===== config.mk =====
export PLATFORM = sky130hd
export DESIGN_NAME = exec_sequencer
export DESIGN_NICKNAME = d
export VERILOG_FILES = /design/src/rtl/exec_sequencer.sv
export SDC_FILE = /design/constraint.sdc
export NUM_CORES = 1
export LEC_CHECK = 0
export BUFFER_PORTS_ARGS = -buffer_cell sky130_fd_sc_hd__buf_4
export CORE_MARGIN = 1
export CORE_UTILIZATION = 41
export CTS_CLUSTER_SIZE = 28
export DETAILED_ROUTE_END_ITERATION = 10
export HOLD_SLACK_MARGIN = 0.15
export PLACE_DENSITY_LB_ADDON = 0.15
export SETUP_SLACK_MARGIN = 0.5
export SLEW_MARGIN = 20
export SYNTH_ARGS = -nofsm -noshare
export SYNTH_HDL_FRONTEND = slang
export SYNTH_SLANG_ARGS = --single-unit

===== constraint.sdc =====
create_clock -name clk -period 3.7 [get_ports clk]
set_input_delay 0.74 -clock clk [delete_from_list [all_inputs] [get_ports clk]]
set_output_delay 0.74 -clock clk [all_outputs]
set_load 0.1 [all_outputs]

===== src/rtl/exec_sequencer.sv =====
`default_nettype none
// ============================================================================
// Module      : exec_sequencer
// Description : Multi-cycle fetch/execute/memory/commit sequencer with
//               valid/ready memory handshakes. Optional memory watchdog is
//               enabled by defining SEQ_WATCHDOG_EN.
// Revision    : 1.0 - initial release
// ============================================================================
module exec_sequencer #(
    parameter logic [31:0] RESET_INST     = 32'h0000_0013,
    parameter int          TIMEOUT_CYCLES = 256
) (
    input  wire logic        clk,
    input  wire logic        rst,
    input  wire logic [31:0] pc,
    output logic             imem_req_valid,
    input  wire logic        imem_req_ready,
    output logic [31:0]      imem_addr,
    input  wire logic        imem_rsp_valid,
    input  wire logic [31:0] imem_rsp_data,
    output logic [31:0]      inst,
    input  wire logic        is_mem,
    input  wire logic        is_store,
    input  wire logic        is_ebreak,
    output logic             dmem_req_valid,
    output logic             dmem_req_we,
    input  wire logic        dmem_req_ready,
    input  wire logic        dmem_rsp_valid,
    output logic             commit,
    output logic             halted,
    output logic [1:0]       halt_cause,
    output logic [31:0]      retired
);

    localparam logic [2:0] c_FETCH_REQ  = 3'd0;
    localparam logic [2:0] c_FETCH_WAIT = 3'd1;
    localparam logic [2:0] c_EXEC       = 3'd2;
    localparam logic [2:0] c_MEM_REQ    = 3'd3;
    localparam logic [2:0] c_MEM_WAIT   = 3'd4;
    localparam logic [2:0] c_COMMIT     = 3'd5;
    localparam logic [2:0] c_HALT       = 3'd6;

    localparam logic [1:0] c_CAUSE_EBREAK  = 2'b01;
    localparam logic [1:0] c_CAUSE_TIMEOUT = 2'b10;

    logic [2:0]  r_state;
    logic [2:0]  w_next_state;
    logic [31:0] r_inst;
    logic [31:0] r_retired;
    logic [1:0]  r_halt_cause;
    logic        w_timeout;

`ifdef SEQ_WATCHDOG_EN
    localparam int c_WD_W = $clog2(TIMEOUT_CYCLES + 1);

    logic [c_WD_W-1:0] r_wd_count;
    logic              w_wd_watched;

    assign w_wd_watched = (r_state == c_FETCH_REQ) || (r_state == c_FETCH_WAIT) ||
                          (r_state == c_MEM_REQ)   || (r_state == c_MEM_WAIT);
    // Fires on the TIMEOUT_CYCLES-th cycle spent in a waiting state.
    assign w_timeout    = w_wd_watched && (r_wd_count == c_WD_W'(TIMEOUT_CYCLES - 1));

    always_ff @(posedge clk) begin
        if (rst) begin
            r_wd_count <= '0;
        end else if (w_next_state != r_state) begin
            r_wd_count <= '0;
        end else if (w_wd_watched) begin
            r_wd_count <= r_wd_count + 1'b1;
        end
    end
`else
    // Without the watchdog the sequencer waits on memory indefinitely.
    assign w_timeout = 1'b0 && (TIMEOUT_CYCLES > 0);
`endif

    // Handshakes are tested before the timeout so a same-cycle handshake wins.
    always_comb begin
        w_next_state = r_state;
        case (r_state)
            c_FETCH_REQ: begin
                if (imem_req_ready)      w_next_state = c_FETCH_WAIT;
                else if (w_timeout)      w_next_state = c_HALT;
            end
            c_FETCH_WAIT: begin
                if (imem_rsp_valid)      w_next_state = c_EXEC;
                else if (w_timeout)      w_next_state = c_HALT;
            end
            c_EXEC: begin
                if (is_ebreak)           w_next_state = c_HALT;
                else if (is_mem)         w_next_state = c_MEM_REQ;
                else                     w_next_state = c_COMMIT;
            end
            c_MEM_REQ: begin
                if (dmem_req_ready)      w_next_state = c_MEM_WAIT;
                else if (w_timeout)      w_next_state = c_HALT;
            end
            c_MEM_WAIT: begin
                if (dmem_rsp_valid)      w_next_state = c_COMMIT;
                else if (w_timeout)      w_next_state = c_HALT;
            end
            c_COMMIT:                    w_next_state = c_FETCH_REQ;
            c_HALT:                      w_next_state = c_HALT;
            default:                     w_next_state = c_FETCH_REQ;
        endcase
    end

    always_ff @(posedge clk) begin
        if (rst) begin
            r_state      <= c_FETCH_REQ;
            r_inst       <= RESET_INST;
            r_retired    <= '0;
            r_halt_cause <= 2'b00;
        end else begin
            r_state <= w_next_state;
            if ((r_state == c_FETCH_WAIT) && imem_rsp_valid) begin
                r_inst <= imem_rsp_data;
            end
            if (r_state == c_COMMIT) begin
                r_retired <= r_retired + 32'd1;
            end
            if ((w_next_state == c_HALT) && (r_state != c_HALT)) begin
                r_halt_cause <= (r_state == c_EXEC) ? c_CAUSE_EBREAK : c_CAUSE_TIMEOUT;
            end
        end
    end

    assign imem_req_valid = (r_state == c_FETCH_REQ);
    assign imem_addr      = pc;
    assign dmem_req_valid = (r_state == c_MEM_REQ);
    assign dmem_req_we    = (r_state == c_MEM_REQ) && is_store;
    assign commit         = (r_state == c_COMMIT);
    assign halted         = (r_state == c_HALT);
    assign halt_cause     = r_halt_cause;
    assign retired        = r_retired;
    assign inst           = r_inst;

endmodule
`default_nettype wire

### After elaboration in Yosys (flattened, before gate mapping)

Cells that the tools add are included.

* bits in registers: 69
* bits of input ports: 73
* output and inout bits: 103
* logic and storage cells: 25

* add/subtract/negate cells: 1
* equal/unequal tests: 8
* mux-type cells: 8
* reduce and logical (&&, ||, !) cells: 4

Operators with widths (count)
* adder 32 x 1 -> 32 bit, second input constant: 1
* 2-to-1 mux 3 bit: 6
* one-hot mux 3 bit (6 select lines): 1
* == test 3 bit, second input constant: 4
* == test 3 x 2 -> 1 bit, second input constant: 2
* == test 3 x 1 -> 1 bit, second input constant: 1
* logical AND 1 bit: 3
* zero test 3 bit: 1
* != test 3 bit, second input constant: 1
* 2-to-1 mux 2 bit: 1

### Depth between registers and ports, before layout

* depth in word-level cells: 5
* gate-level depth with buffers: 6

### Least setup slack after synthesis

Ideal clock, no wire load.

* path kind: reg-to-output
* start point: register r_state[0]
* end point: output dmem_req_we
* arrival time: 2931 ps
* data required time: 2960 ps
* slack: 29 ps
* cell stages (with the launch flop): 5
* buffers on the path: 1
* cells stage by stage: dfxtp_1 > clkbuf_1 > nand2_1 > nor2_1 > and2_1

* longest elaborated chain between the ends: 2

RTL lines
* start: declaration: line 46 `logic [2:0] r_state;`
* start signal: assignment: line 111 `r_state <= c_FETCH_REQ;`
* start signal: assignment: line 116 `r_state <= w_next_state;`
* == test 3 x 2 -> 1 bit
* via dmem_req_valid: line 25 `output logic dmem_req_valid,`
* logical AND 1 bit: line 132 `assign dmem_req_we = (r_state == c_MEM_REQ) && is_store;`
* end: declaration: line 26 `output logic dmem_req_we,`

The timed path passes the listed nets, and every way through them passes these cells.

### Final worst setup path

* start point: register r_state[2]
* end point: output commit

* longest elaborated chain between the ends: 1

RTL lines
* == test 3 bit: line 133 `assign commit = (r_state == c_COMMIT);`
* end: declaration: line 29 `output logic commit,`

No other way between the ends.

==> flow_metrics.env <==
export IMPL_drt_pass1_iterations=4
export IMPL_routed_wl_mm=7.453
export IMPL_track_usage=0.1823
export IMPL_first_iter_violations=149
export IMPL_power_leakage_uw=0.001596
export IMPL_worst_ir_drop_vdd_mv=0.2430
export IMPL_postCtsHoldBufs=0
export IMPL_initial_core_util=0.4296
export IMPL_cts_sinks=69
export IMPL_routedWlPerCell_um=13.26
export IMPL_cp_data_required_time_ps=2960
export IMPL_insertedDiodeCount=0
export IMPL_vias_per_cell=5.139
export IMPL_seq_area_frac_synth=0.4386
export IMPL_finalSetupTns_ps=0
export IMPL_grt_overflow_total=0
export IMPL_yosysTopAreaCell="dfxtp_1"
export IMPL_final_common_cell="buf_4"
export IMPL_run_status="finished clean"
export IMPL_clk_latency_ps=340
export IMPL_clk_transition_reported_paths_ps=70
export IMPL_hold_end="inst[28]$_SDFFE_PP0P_"
export IMPL_power_per_cell_area_nw_per_um2=484.4
export IMPL_hp_class="reg -> reg"
export IMPL_rr_endpoint="retired[31]$_SDFFE_PP0P_"
export IMPL_hold_viol=0
export IMPL_ctsResizeCount=0
export IMPL_grt_pass1_vias=2397
export IMPL_crit_arrival_ps=1890
export IMPL_endpoint_kind="output port"
export IMPL_fp_dieW_um=89.64
export IMPL_grt_first_pass_wirelength_mm=11.19
export IMPL_synthTopCellsByArea="dfxtp_1 44%, nand2_1 9.1%, a21oi_1 8.3%, buf_4 7.6%, or4_1 3.1%"
export IMPL_layout_drive_gt1_share=0.3024
export IMPL_synthDominantCellAreaShare=0.4386
export IMPL_drc=0
export IMPL_cts_setup_buffers=0
export IMPL_start_kind="flip-flop"
export IMPL_root_buffer="clkbuf_8"
export IMPL_ys_warn_count=0
export IMPL_ys_seq_elements=69
export IMPL_worst_pin_slew_ps=785.8
export IMPL_finClkSkew_ps=8.573
export IMPL_grt_max_degree=71
export IMPL_cts_htree_levels=3
export IMPL_fin_crit_sh=0.7116
export IMPL_die_area_um2=8035
export IMPL_cts_tree="yes"
export IMPL_whs_path_depth=2
export IMPL_ant_nets=0
export IMPL_syn_area_per_cell_um2=8.096
export IMPL_min_from="inst[28]$_SDFFE_PP0P_"
export IMPL_holdWs_ps=455.4
export IMPL_cts_path_max_buffers=2
export IMPL_final_cell_mix="113 x buf_4, 76 x nand2_1, 69 x dfxtp_1"
export IMPL_post_place_ws_ps=1198
export IMPL_ff2ff_path_depth=4
export IMPL_gp_congestion=0.7809
export IMPL_period_minus_slack_ps=2633
export IMPL_rows=31
export IMPL_drv_slew=0
export IMPL_cts_buffers=9
export IMPL_synth_nets=463
export IMPL_rsz0062_at_grt="false"
export IMPL_area_growth_synth_to_final_pct=30.51
export IMPL_yosysUniqueCellTypes=38
export IMPL_core_area_um2=7331
export IMPL_fmax_ghz=0.3798
export IMPL_maxSlewHeadroom=0.4747
export IMPL_reg2reg_from="r_state[2]$_SDFF_PP0_"
export IMPL_rrSetupSlack_ps=1190
export IMPL_fillCellCount=708
export IMPL_setup_violations=0
export IMPL_syn_area_um2=3149
export IMPL_nets=532
export IMPL_critPathMaxFanout=13
export IMPL_dp_hpwl_mm=4.991
export IMPL_drv_cap=0
export IMPL_vias=2888
export IMPL_crit_type="reg -> out"
export IMPL_dieHeight_um=89.64
export IMPL_io_pins=176
export IMPL_antenna_found_initial=0
export IMPL_synth_cells=389
export IMPL_port_buffers=111
export IMPL_setup_slack_ps=1067
worst max-delay path: stages, from the launching register on:
cell and delay [ps]:
dfxtp_1 650, nand3b_1 330, inv_1 240, buf_4 320
stage by stage:
step           total power (uW)  utilization  std cells  area [um2]
4_1_cts                    2016       0.5607        562        4110
3_5_place_dp               1121       0.5204        546        3815
5_1_grt                    2069       0.5607        562        4110
3_3_place_gp               1117       0.5204        546        3815
6_report                   1991       0.5607        562        4110
2_1_floorplan              1196            -        389        3162
state kept, by name (all words and copies together) (netlist names):
name        cells
inst           32
retired        32
r_state         3
halt_cause      2
cell type report:
type,instances,area (um2),share of cell area
Sequential cell,69,1381,0.3361
Inverter,10,37.54,0.009132
Multi-Input combinational cell,255,1424,0.3464
Tap cell,99,123.9,0.03014
Timing Repair Buffer,113,848.3,0.2064
Clock inverter,6,157.7,0.03836
Clock buffer,10,137.6,0.03349
Yosys cell counts, drive strengths merged:
cell type  number
a21oi          52
a221oi          1
a22oi           1
a31o            1
a31oi           2
and2            1
and3b           1
and4            4
buf            33
clkbuf         22
dfxtp          69
ha              1
inv            10
mux2            1
mux2i           1
nand2          76
nand2b          1
nand3           9
nand3b          4
nand4          12
nand4b          1
nor2           14
nor2b           2
nor3            6
nor3b           1
nor4            2
nor4bb          1
o21a            1
o21ai           9
o22a            1
o31ai          11
or2             2
or3            11
or4            15
xnor2           8
xor2            2
how the worst max path moves through the flow:
stage / slack (ps) / end / start / cells past startpoint
after CTS: 1070 / commit / r_state[2]$_SDFF_PP0_ / 3
after floorplan: 480 / dmem_req_we / r_state[0]$_SDFF_PP0_ / 4
after global placement: 1270 / retired[31]$_SDFFE_PP0P_ / r_state[2]$_SDFF_PP0_ / 4
after detailed placement: 1200 / retired[31]$_SDFFE_PP0P_ / r_state[2]$_SDFF_PP0_ / 4
after global routing: 970 / commit / r_state[2]$_SDFF_PP0_ / 3
final: 1070 / commit / r_state[2]$_SDFF_PP0_ / 3
cells by family after synthesis:
| logic type | Yosys count | share of synthesized area |
|---|---|---|
| muxes | 2 | 0.006754 |
| and+or+nand+nor | 163 | 0.2646 |
| xor gates and xnor gates | 10 | 0.02781 |
| buffers and inverters | 65 | 0.1180 |
| DFF | 69 | 0.4386 |
| AOI/OAI and AO/OA | 79 | 0.1402 |
| adders and majority gates | 1 | 0.003972 |
where the power goes:
group / leakage (uW) / total, uW / internal, uW / switching [uW]
logic: 0.000896 / 315 / 84.2 / 231
clock network: 0.000143 / 889 / 603 / 287
registers: 0.000558 / 787 / 765 / 21.8
per-layer routing:
layer,wire length [um],vias up,global-route usage
met4,139,0,0.09235
met3,389,23,0.05210
li1,-,1465,-
met1,3465,1328,0.2418
met2,3459,72,0.2700
met5,0,-,0
No activity file was read; power rests on OpenSTA's default activity.
